**src/rtl/sync_fifo_param.sv**
```systemverilog
// -----------------------------------------------------------------------------
// sync_fifo_param
//
// Single-clock FIFO. DEPTH may be any integer of 2 or more. The block reports
// its occupancy, has programmable almost-full and almost-empty thresholds, and
// has sticky overflow and underflow flags. It supports a synchronous flush. The
// read port works in one of two modes:
//   FWFT=0 : registered output. dout updates one cycle after an accepted read.
//   FWFT=1 : first-word-fall-through. dout always shows the head entry, and
//            rd_en acts as the pop/acknowledge.
//
// Ports
//   clk          rising-edge clock
//   rst_n        asynchronous active-low reset
//   flush        synchronous clear of contents (pointers/count to 0)
//   clr_err      synchronous clear of overflow/underflow
//   wr_en, din   write request and data
//   rd_en        read (pop) request
//   dout         read data
//   full, empty, almost_full, almost_empty  registered status flags
//   count        current occupancy, 0..DEPTH
//   overflow     sticky: write attempted while full
//   underflow    sticky: read attempted while empty
//
// Handshake: a write is taken on an edge where wr_en is high and full is low.
// A read is taken on an edge where rd_en is high and empty is low. Both
// decisions use the flags as they stand before the edge. A request that is
// refused changes no state; it only raises the matching sticky error flag.
// -----------------------------------------------------------------------------
module sync_fifo_param #(
    parameter int DATA_WIDTH = 8,
    parameter int DEPTH      = 16,
    parameter int AF_LEVEL   = 14,
    parameter int AE_LEVEL   = 2,
    parameter int FWFT       = 0,
    parameter int CNT_WIDTH  = $clog2(DEPTH + 1)
) (
    input  logic                  clk,
    input  logic                  rst_n,
    input  logic                  flush,
    input  logic                  clr_err,
    input  logic                  wr_en,
    input  logic [DATA_WIDTH-1:0] din,
    input  logic                  rd_en,
    output logic [DATA_WIDTH-1:0] dout,
    output logic                  full,
    output logic                  empty,
    output logic                  almost_full,
    output logic                  almost_empty,
    output logic [CNT_WIDTH-1:0]  count,
    output logic                  overflow,
    output logic                  underflow
);

    localparam int PTR_WIDTH = $clog2(DEPTH);

    logic [DATA_WIDTH-1:0] mem_q [DEPTH];

    logic [PTR_WIDTH-1:0] wr_ptr_q, wr_ptr_d;
    logic [PTR_WIDTH-1:0] rd_ptr_q, rd_ptr_d;
    logic [CNT_WIDTH-1:0] count_q, count_d;
    logic                 full_q, full_d;
    logic                 empty_q, empty_d;
    logic                 af_q, af_d;
    logic                 ae_q, ae_d;
    logic                 ovf_q, ovf_d;
    logic                 udf_q, udf_d;
    logic                 wr_ok, rd_ok;

    // The depth need not be a power of two, so the pointers wrap explicitly.
    function automatic logic [PTR_WIDTH-1:0] ptr_inc(input logic [PTR_WIDTH-1:0] p);
        return (p == PTR_WIDTH'(DEPTH - 1)) ? '0 : p + PTR_WIDTH'(1);
    endfunction

    always_comb begin
        // A flush overrides any request made in the same cycle.
        wr_ok    = wr_en & ~full_q & ~flush;
        rd_ok    = rd_en & ~empty_q & ~flush;

        wr_ptr_d = wr_ptr_q;
        rd_ptr_d = rd_ptr_q;
        count_d  = count_q;

        if (flush) begin
            wr_ptr_d = '0;
            rd_ptr_d = '0;
            count_d  = '0;
        end else begin
            if (wr_ok) wr_ptr_d = ptr_inc(wr_ptr_q);
            if (rd_ok) rd_ptr_d = ptr_inc(rd_ptr_q);
            if (wr_ok && !rd_ok)      count_d = count_q + CNT_WIDTH'(1);
            else if (rd_ok && !wr_ok) count_d = count_q - CNT_WIDTH'(1);
        end

        // A new error event wins over clr_err in the same cycle.
        ovf_d = (ovf_q & ~clr_err) | (wr_en & full_q & ~flush);
        udf_d = (udf_q & ~clr_err) | (rd_en & empty_q & ~flush);

        // The flags are computed from the next count, so they line up with
        // count in the cycle after the edge that caused the change.
        // Full and empty are told apart by count, not by pointer equality.
        full_d  = (count_d == CNT_WIDTH'(DEPTH));
        empty_d = (count_d == '0);
        af_d    = (count_d >= CNT_WIDTH'(AF_LEVEL));
        ae_d    = (count_d <= CNT_WIDTH'(AE_LEVEL));
    end

    always_ff @(posedge clk or negedge rst_n) begin
        if (!rst_n) begin
            wr_ptr_q <= '0;
            rd_ptr_q <= '0;
            count_q  <= '0;
            full_q   <= 1'b0;
            empty_q  <= 1'b1;
            af_q     <= 1'b0;
            ae_q     <= 1'b1;
            ovf_q    <= 1'b0;
            udf_q    <= 1'b0;
        end else begin
            wr_ptr_q <= wr_ptr_d;
            rd_ptr_q <= rd_ptr_d;
            count_q  <= count_d;
            full_q   <= full_d;
            empty_q  <= empty_d;
            af_q     <= af_d;
            ae_q     <= ae_d;
            ovf_q    <= ovf_d;
            udf_q    <= udf_d;
        end
    end

    // The storage array is not reset.
    always_ff @(posedge clk) begin
        if (wr_ok) mem_q[wr_ptr_q] <= din;
    end

    generate
        if (FWFT == 0) begin : g_reg_out
            logic [DATA_WIDTH-1:0] dout_q, dout_d;

            // dout keeps its value unless a read is accepted. It is not
            // cleared by flush.
            always_comb begin
                dout_d = dout_q;
                if (rd_ok) dout_d = mem_q[rd_ptr_q];
            end

            always_ff @(posedge clk or negedge rst_n) begin
                if (!rst_n) dout_q <= '0;
                else        dout_q <= dout_d;
            end

            assign dout = dout_q;
        end else begin : g_fwft_out
            // The head entry is visible directly. Its value means nothing
            // while the FIFO is empty.
            assign dout = mem_q[rd_ptr_q];
        end
    endgenerate

    assign full         = full_q;
    assign empty        = empty_q;
    assign almost_full  = af_q;
    assign almost_empty = ae_q;
    assign count        = count_q;
    assign overflow     = ovf_q;
    assign underflow    = udf_q;

endmodule

```
**config.mk**
```make
export PLATFORM = sky130hd
export DESIGN_NAME = sync_fifo_param
export DESIGN_NICKNAME = d
export VERILOG_FILES = /design/src/rtl/sync_fifo_param.sv
export SDC_FILE = /design/constraint.sdc
export NUM_CORES = 1
export LEC_CHECK = 0
export BUFFER_PORTS_ARGS = -buffer_cell sky130_fd_sc_hd__buf_2
export CORE_UTILIZATION = 45
export CTS_CLUSTER_DIAMETER = 100
export CTS_CLUSTER_SIZE = 16
export DETAILED_ROUTE_END_ITERATION = 10
export GPL_ROUTABILITY_DRIVEN = 0
export PLACE_DENSITY = 0.63
export SETUP_SLACK_MARGIN = 0.15
export SYNTH_ARGS = -nofsm -noshare
export SYNTH_HDL_FRONTEND = slang
export SYNTH_SLANG_ARGS = --single-unit
```
**constraint.sdc**
```tcl
create_clock -name clk -period 2.6 [get_ports clk]
set_input_delay 0.52 -clock clk [delete_from_list [all_inputs] [get_ports clk]]
set_output_delay 0.52 -clock clk [all_outputs]
set_load 0.02 [all_outputs]
```
Word-level counts from Yosys, hierarchy flattened:

Memory sizes are Yosys's and may differ from the RTL's. A register that Yosys moved wholly into a read port is not among the register bits.
Index checks and enable logic that the tools add are counted.
Widths: inputs -> output; s select.

* memories kept: 1
* register bits: 19
* output and inout port bits: 19
* memory bits (writable): 128
* logic and storage cells: 54
* input port bits: 14

Memory list
* mem_q: depth 16, bits a word 8, read ports 1, clocked after memory_dff 1, write ports 1, RTL line 57 `logic [DATA_WIDTH-1:0] mem_q [DEPTH];`

* eq/ne operators: 3
* reductions and logical operators: 8
* $add $sub $neg: 4
* $lt $le $gt $ge: 2
* bitwise gates (word level): 16
* mux-type cells: 11

Operators by type and width (count)
* $mux 4: 6
* $mux 5: 3
* $and 1x1->1: 10
* $add 4x1->4 const B: 2
* $eq 4x4->1 const B: 2
* $add 5x1->5 const B: 1
* $eq 5x5->1 const B: 1
* $ge 5x4->1 const B: 1
* $le 5x2->1 const B: 1
* $logic_not 5->1: 1
* $sub 5x1->5 const B: 1
* $not 1->1: 4
* $reduce_bool 2->1: 2
* $logic_not 1->1: 3
* $logic_and 1x1->1: 2
* $mux 1: 2
* $or 1x1->1: 2

Logic depth before layout (Yosys ltp):

* depth in word-level cells: 9
* gate-level depth with buffers: 7

Worst setup path after synthesis:

OpenSTA, ideal clock, no wires.

* kind: input -> register
* start: in flush
* end: reg af_q (netlist: almost_full)
* stages: 6
* arrival: 2.054 ns
* slack: 0.481 ns
* buffers on the path: 1
* cells stage by stage: or3b_1 > buf_6 > or4_4 > a211o_1 > a211oi_2 > a21o_1

* longest elaborated chain between the ends: 8
* elaborated cells on any way between the ends: 11

Ends and longest elaborated chain
* start, declared: RTL line 40 `input logic flush,`
* $not 1->1: RTL line 77, 78
* $and 1x1->1: RTL line 77 `wr_ok = wr_en & ~full_q & ~flush;`
* $logic_not 1->1: RTL line 92 `else if (rd_ok && !wr_ok) count_d = count_q - CNT_WIDTH'(1);`
* $logic_and 1x1->1: RTL line 92
* $mux 5: RTL line 92
* $mux 5: RTL line 91 `if (wr_ok && !rd_ok) count_d = count_q + CNT_WIDTH'(1);`
* $mux 5 (*): RTL line 84 `if (flush) begin`
* $ge 5x4->1 (*): RTL line 104 `af_d = (count_d >= CNT_WIDTH'(AF_LEVEL));`
* named net af_d: RTL line 64 `logic af_q, af_d;`
* end signal, assigned: RTL line 115 `af_q <= 1'b0;`
* end signal, assigned: RTL line 125 `af_q <= af_d;`
* end, declared: RTL line 64

Mark *: on every way through the listed nets, which the timed path passes. The rest lies on a longest branch.
A chain may end at the register's enable or synchronous reset.

Worst setup path in the final report:

* start: reg empty_q (netlist: empty)
* end: reg full_q (netlist: full)

* longest elaborated chain between the ends: 8
* elaborated cells on any way between the ends: 10

Ends and longest elaborated chain
* start, declared: RTL line 63 `logic empty_q, empty_d;`
* start signal, assigned: RTL line 124 `empty_q <= empty_d;`
* $not 1->1 (*): RTL line 78 `rd_ok = rd_en & ~empty_q & ~flush;`
* $and 1x1->1 (*) (2 in series): RTL line 78
* $logic_and 1x1->1 or $logic_not 1->1 (tied branches): RTL line 92, 91
* $mux 5 or $logic_and 1x1->1 (tied branches): RTL line 92, 91
* $mux 5 (*): RTL line 91
* $mux 5 (*): RTL line 84
* named net count_d[4]: RTL line 61 `logic [CNT_WIDTH-1:0] count_q, count_d;`
* $eq 5x5->1 (*): RTL line 102 `full_d = (count_d == CNT_WIDTH'(DEPTH));`
* named net full_d: RTL line 62 `logic full_q, full_d;`
* end signal, assigned: RTL line 123 `full_q <= full_d;`
* end, declared: RTL line 62

Marked as above.

==> summary.txt <==
Run status
  – Outcome: completed

Cells and area
  – P&R area growth vs syn: 16.4%
  – Fin nets: 430
  – Layout cells sized above 1: 31.5%
  – Antenna diodes: 0
  – Fillers: 1,100

Worst setup path
  – Critical Path Most Common Cell: or3b_1
  – CP Max Fanout: 7
  – Critical path type: flop to flop
  – CP top delay family: simple AND/OR/NAND/NOR gates
  – Critical Path, Cell by Cell: or3b_1 -> or3b_1 -> o22ai_2 -> mux2i_1 -> nor3b_1
  – CP Data Required Time: 2.93 ns
  – Startpoint types: flop
  – CP endpoint kind: flop
  – CP max stage delay: 0.42 ns
  – Critical path arrival: 2.46 ns
  – Crit path buffers/inverters: 0
  – Slowest cell on crit path: or3b_1

Power
  – Cell area power density: 837 nW/um^2
  – Leakage: 2.52 nW
  – Net switching power: 1.61 mW
  – Sequential share of power: 47.8%
  – Int Power: 4.55 mW
  – Switching Fraction: 26.1%
  – Combinational Power Share: 15.0%
  – Clock power share: 37.2%
  – Worst vdd ir: 0.531 mV

Die
  – I/O pin total: 33
  – Row Count: 42
  – Initial core utilization: 47.0%
  – Core ar.: 13,500 um^2
  – Die area: 14,500 um^2
  – Die width: 121 um
  – Chip height: 121 um

Clock tree
  – Reg clk slew, reported paths: 0.06 ns
  – CTS Sinks: 155
  – Post-CTS setup buffers: 0
  – Max Root-Sink Buffers: 2
  – Clock root buffer: clkbuf_16
  – Inserted Clock Buffers: 17
  – Clk_lat worst skew: 0.43 ns
  – TritonCTS clock tree: built
  – CTS hold repair buffers: 0
  – Htree depth: 4
  – # resized after CTS: 0

Place
  – DP Worst Slack: 0.184 ns
  – Port buffer count: 32
  – DP HPWL: 7.71 mm

Timing
  – Final Max Tran Viols: 0
  – Final-report hold violation count: 0
  – Tmin final: 2.13 ns
  – Final setup vio count: 0
  – Tcrit/Tclk final: 81.8%
  – Least-Margin Pin Slew: 0.985 ns
  – Slew HR: 33.9%
  – Setup TNS: 0 ns
  – Final WS setup: 0.472 ns
  – RSZ-0062 raised after global routing: no
  – Maximum clock frequency: 0.470 GHz
  – Min Hold Slack: 0.122 ns
  – Worst Clk Skew: 0.0163 ns

Global route
  – Antenna violations before repair: 0
  – Total Routing Usage GR: 19.0%
  – First-pass GRT wire length: 19.4 mm
  – Vias in the first global route: 3,368
  – Global route overflow: 0
  – Largest net degree at the start of global routing: 31

Detailed routing
  – DR iter-0 viols: 163
  – Vias per cell: 5.49
  – Metal-1 WL: 5.33 mm
  – Highest Signal Layer: met4
  – Drt total wl: 12.2 mm
  – Metal2 WL: 6.16 mm
  – WL met3: 491 um
  – Routed WL per cell: 20.4 um
  – Drt drc: 0
  – Pre-antenna DRT Iters: 4
  – Routed vias: 3,284
  – Post-route ant nets: 0

Synthesis
  – Ys flop type: edfxtp_1
  – Post-synthesis register bit count: 155
  – Syn Inst Count: 354
  – Synth cell types: 48
  – Post-Syn Area per Cell: 17.9 um^2
  – YS warnings: 0
  – Post-Syn Area: 6320 um^2
  – Net count after synthesis: 375
  – Post-synth ARST share: 17.4%
  – Seq/Total Area, Yosys: 71.5%
  – Post-synth EDFFs: 128

Worst hold path
  – Hold Path Class: input pin to async pin

Job
  – MaxCap Viol Count: 0
==> kinds of logic after synthesis <==
family                   after synthesis  share of synthesized area (%)
multiplexers                          49                           14.0
AND/OR/NAND/NOR                       79                           6.51
XOR/XNOR                               4                          0.554
AO/OA/AOI/OAI                         37                           4.47
buffers and inverters                 23                           1.54
flip-flops                           155                           71.5
adder cells (fa/ha/maj)                7                           1.38
==> final timing paths <==
check	depth (start not counted)	to	start	slack, ns
min	1	wr_ptr_q[3]	rst_n	0.12
max	5	full	empty	0.47
max reg2reg	5	full	empty	0.47
max in group asynchronous	1	rd_ptr_q[0]	rst_n	2.01
min reg2reg	1	dout[3]	dout[3]	0.52
min in group clk	2	overflow	clr_err	0.30
==> cell usage after synthesis (2+ instances only) <==
| library cell | instances | area, um^2 |
|---|---|---|
| nor3_1 | 3 | 15.0 |
| xor2_1 | 2 | 17.5 |
| nand3_1 | 2 | 10.0 |
| buf_2 | 3 | 15.0 |
| a21o_1 | 2 | 15.0 |
| nor2b_1 | 3 | 18.8 |
| o211ai_1 | 2 | 15.0 |
| or3_1 | 2 | 12.5 |
| or2_2 | 3 | 18.8 |
| mux2_2 | 7 | 78.8 |
| dfrtp_1 | 25 | 626 |
| o21ai_0 | 5 | 25.0 |
| nand3b_1 | 2 | 15.0 |
| and2_1 | 5 | 31.3 |
| ha_1 | 7 | 87.6 |
| nand2_1 | 16 | 60.1 |
| a21oi_1 | 9 | 45.0 |
| nor2_1 | 27 | 101 |
| or3b_1 | 2 | 17.5 |
| xnor2_1 | 2 | 17.5 |
| nand4b_1 | 2 | 17.5 |
| a311oi_1 | 3 | 26.3 |
| nand2b_1 | 3 | 18.8 |
| nor3b_1 | 3 | 22.5 |
| a221o_1 | 7 | 70.1 |
| mux2i_1 | 11 | 110 |
| inv_1 | 7 | 26.3 |
| dfstp_2 | 2 | 52.6 |
| edfxtp_1 | 128 | 3840 |
| clkbuf_1 | 11 | 41.3 |
| mux4_2 | 31 | 698 |
==> power by group through the flow <==
| stage | logic [mW] | clock network (mW) | registers [mW] |
|---|---|---|---|
| floorplan | 0.530 | 0 | 3.07 |
| global placement | 0.919 | 0 | 2.99 |
| detailed placement | 0.938 | 0 | 2.99 |
| CTS | 0.940 | 2.34 | 2.95 |
| global route | 1.01 | 2.45 | 2.96 |
| finish | 0.924 | 2.29 | 2.94 |
==> cell type report <==
cell class / instances / area [um^2] / area share (%)
clock buffers: 17 / 425 / 5.78
clock inverters: 15 / 126 / 1.72
inverters: 7 / 26.3 / 0.357
multi-input cells: 176 / 1700 / 23.2
flip-flops and latches: 155 / 4520 / 61.4
well taps: 176 / 220 / 2.99
repair buffers: 52 / 335 / 4.56
==> per-stage QoR <==
stage / utilization [%] / total power [mW] / cells / cell area (um^2)
5_1_grt: 54.7 / 6.42 / 598 / 7360
4_1_cts: 54.7 / 6.22 / 598 / 7360
3_3_place_gp: 50.6 / 3.91 / 566 / 6810
6_report: 54.7 / 6.16 / 598 / 7360
2_1_floorplan: - / 3.60 / 354 / 6320
3_5_place_dp: 50.6 / 3.93 / 566 / 6810
==> layout by cell type, fill, tap and decap left out, types with 2 or more instances in the layout <==
cell type	Yosys	routed
xor2_1	2	2
mux2i_1	11	11
o211ai_1	2	2
or3_1	2	2
clkinv_2	0	5
nand2_1	16	16
nand4b_1	2	2
and2_1	5	5
or2_2	3	3
buf_12	0	2
nor3b_1	3	3
nor3_1	3	3
mux4_2	31	31
nand3_1	2	2
o21ai_0	5	5
a21o_1	2	2
xnor2_1	2	2
a221o_1	7	7
clkbuf_16	0	17
nor2b_1	3	3
or3b_1	2	2
buf_2	3	32
inv_6	0	2
nand2b_1	3	3
a311oi_1	3	3
clkinv_4	0	4
inv_1	7	7
nor2_1	27	27
a21oi_1	9	9
clkinvlp_4	0	2
nand3b_1	2	2
buf_4	0	18
ha_1	7	7
edfxtp_1	128	128
dfrtp_1	25	24
dfstp_2	2	2
mux2_2	7	7
==> sequential cells by signal (all words and copies together) (netlist names) <==
| signal | count |
|---|---|
| almost_empty | 1 |
| almost_full | 1 |
| count | 5 |
| dout | 8 |
| empty | 1 |
| full | 1 |
| mem_q | 128 |
| overflow | 1 |
| rd_ptr_q | 4 |
| underflow | 1 |
| wr_ptr_q | 4 |
==> per-layer routing <==
layer  track usage (%)  vias up
li1                  -     1512
met1              24.5     1688
met2              31.0       69
met3              5.38       15
met4              6.94        0
met5                 0        -
Note: power is estimated with default switching activity, not from simulation.
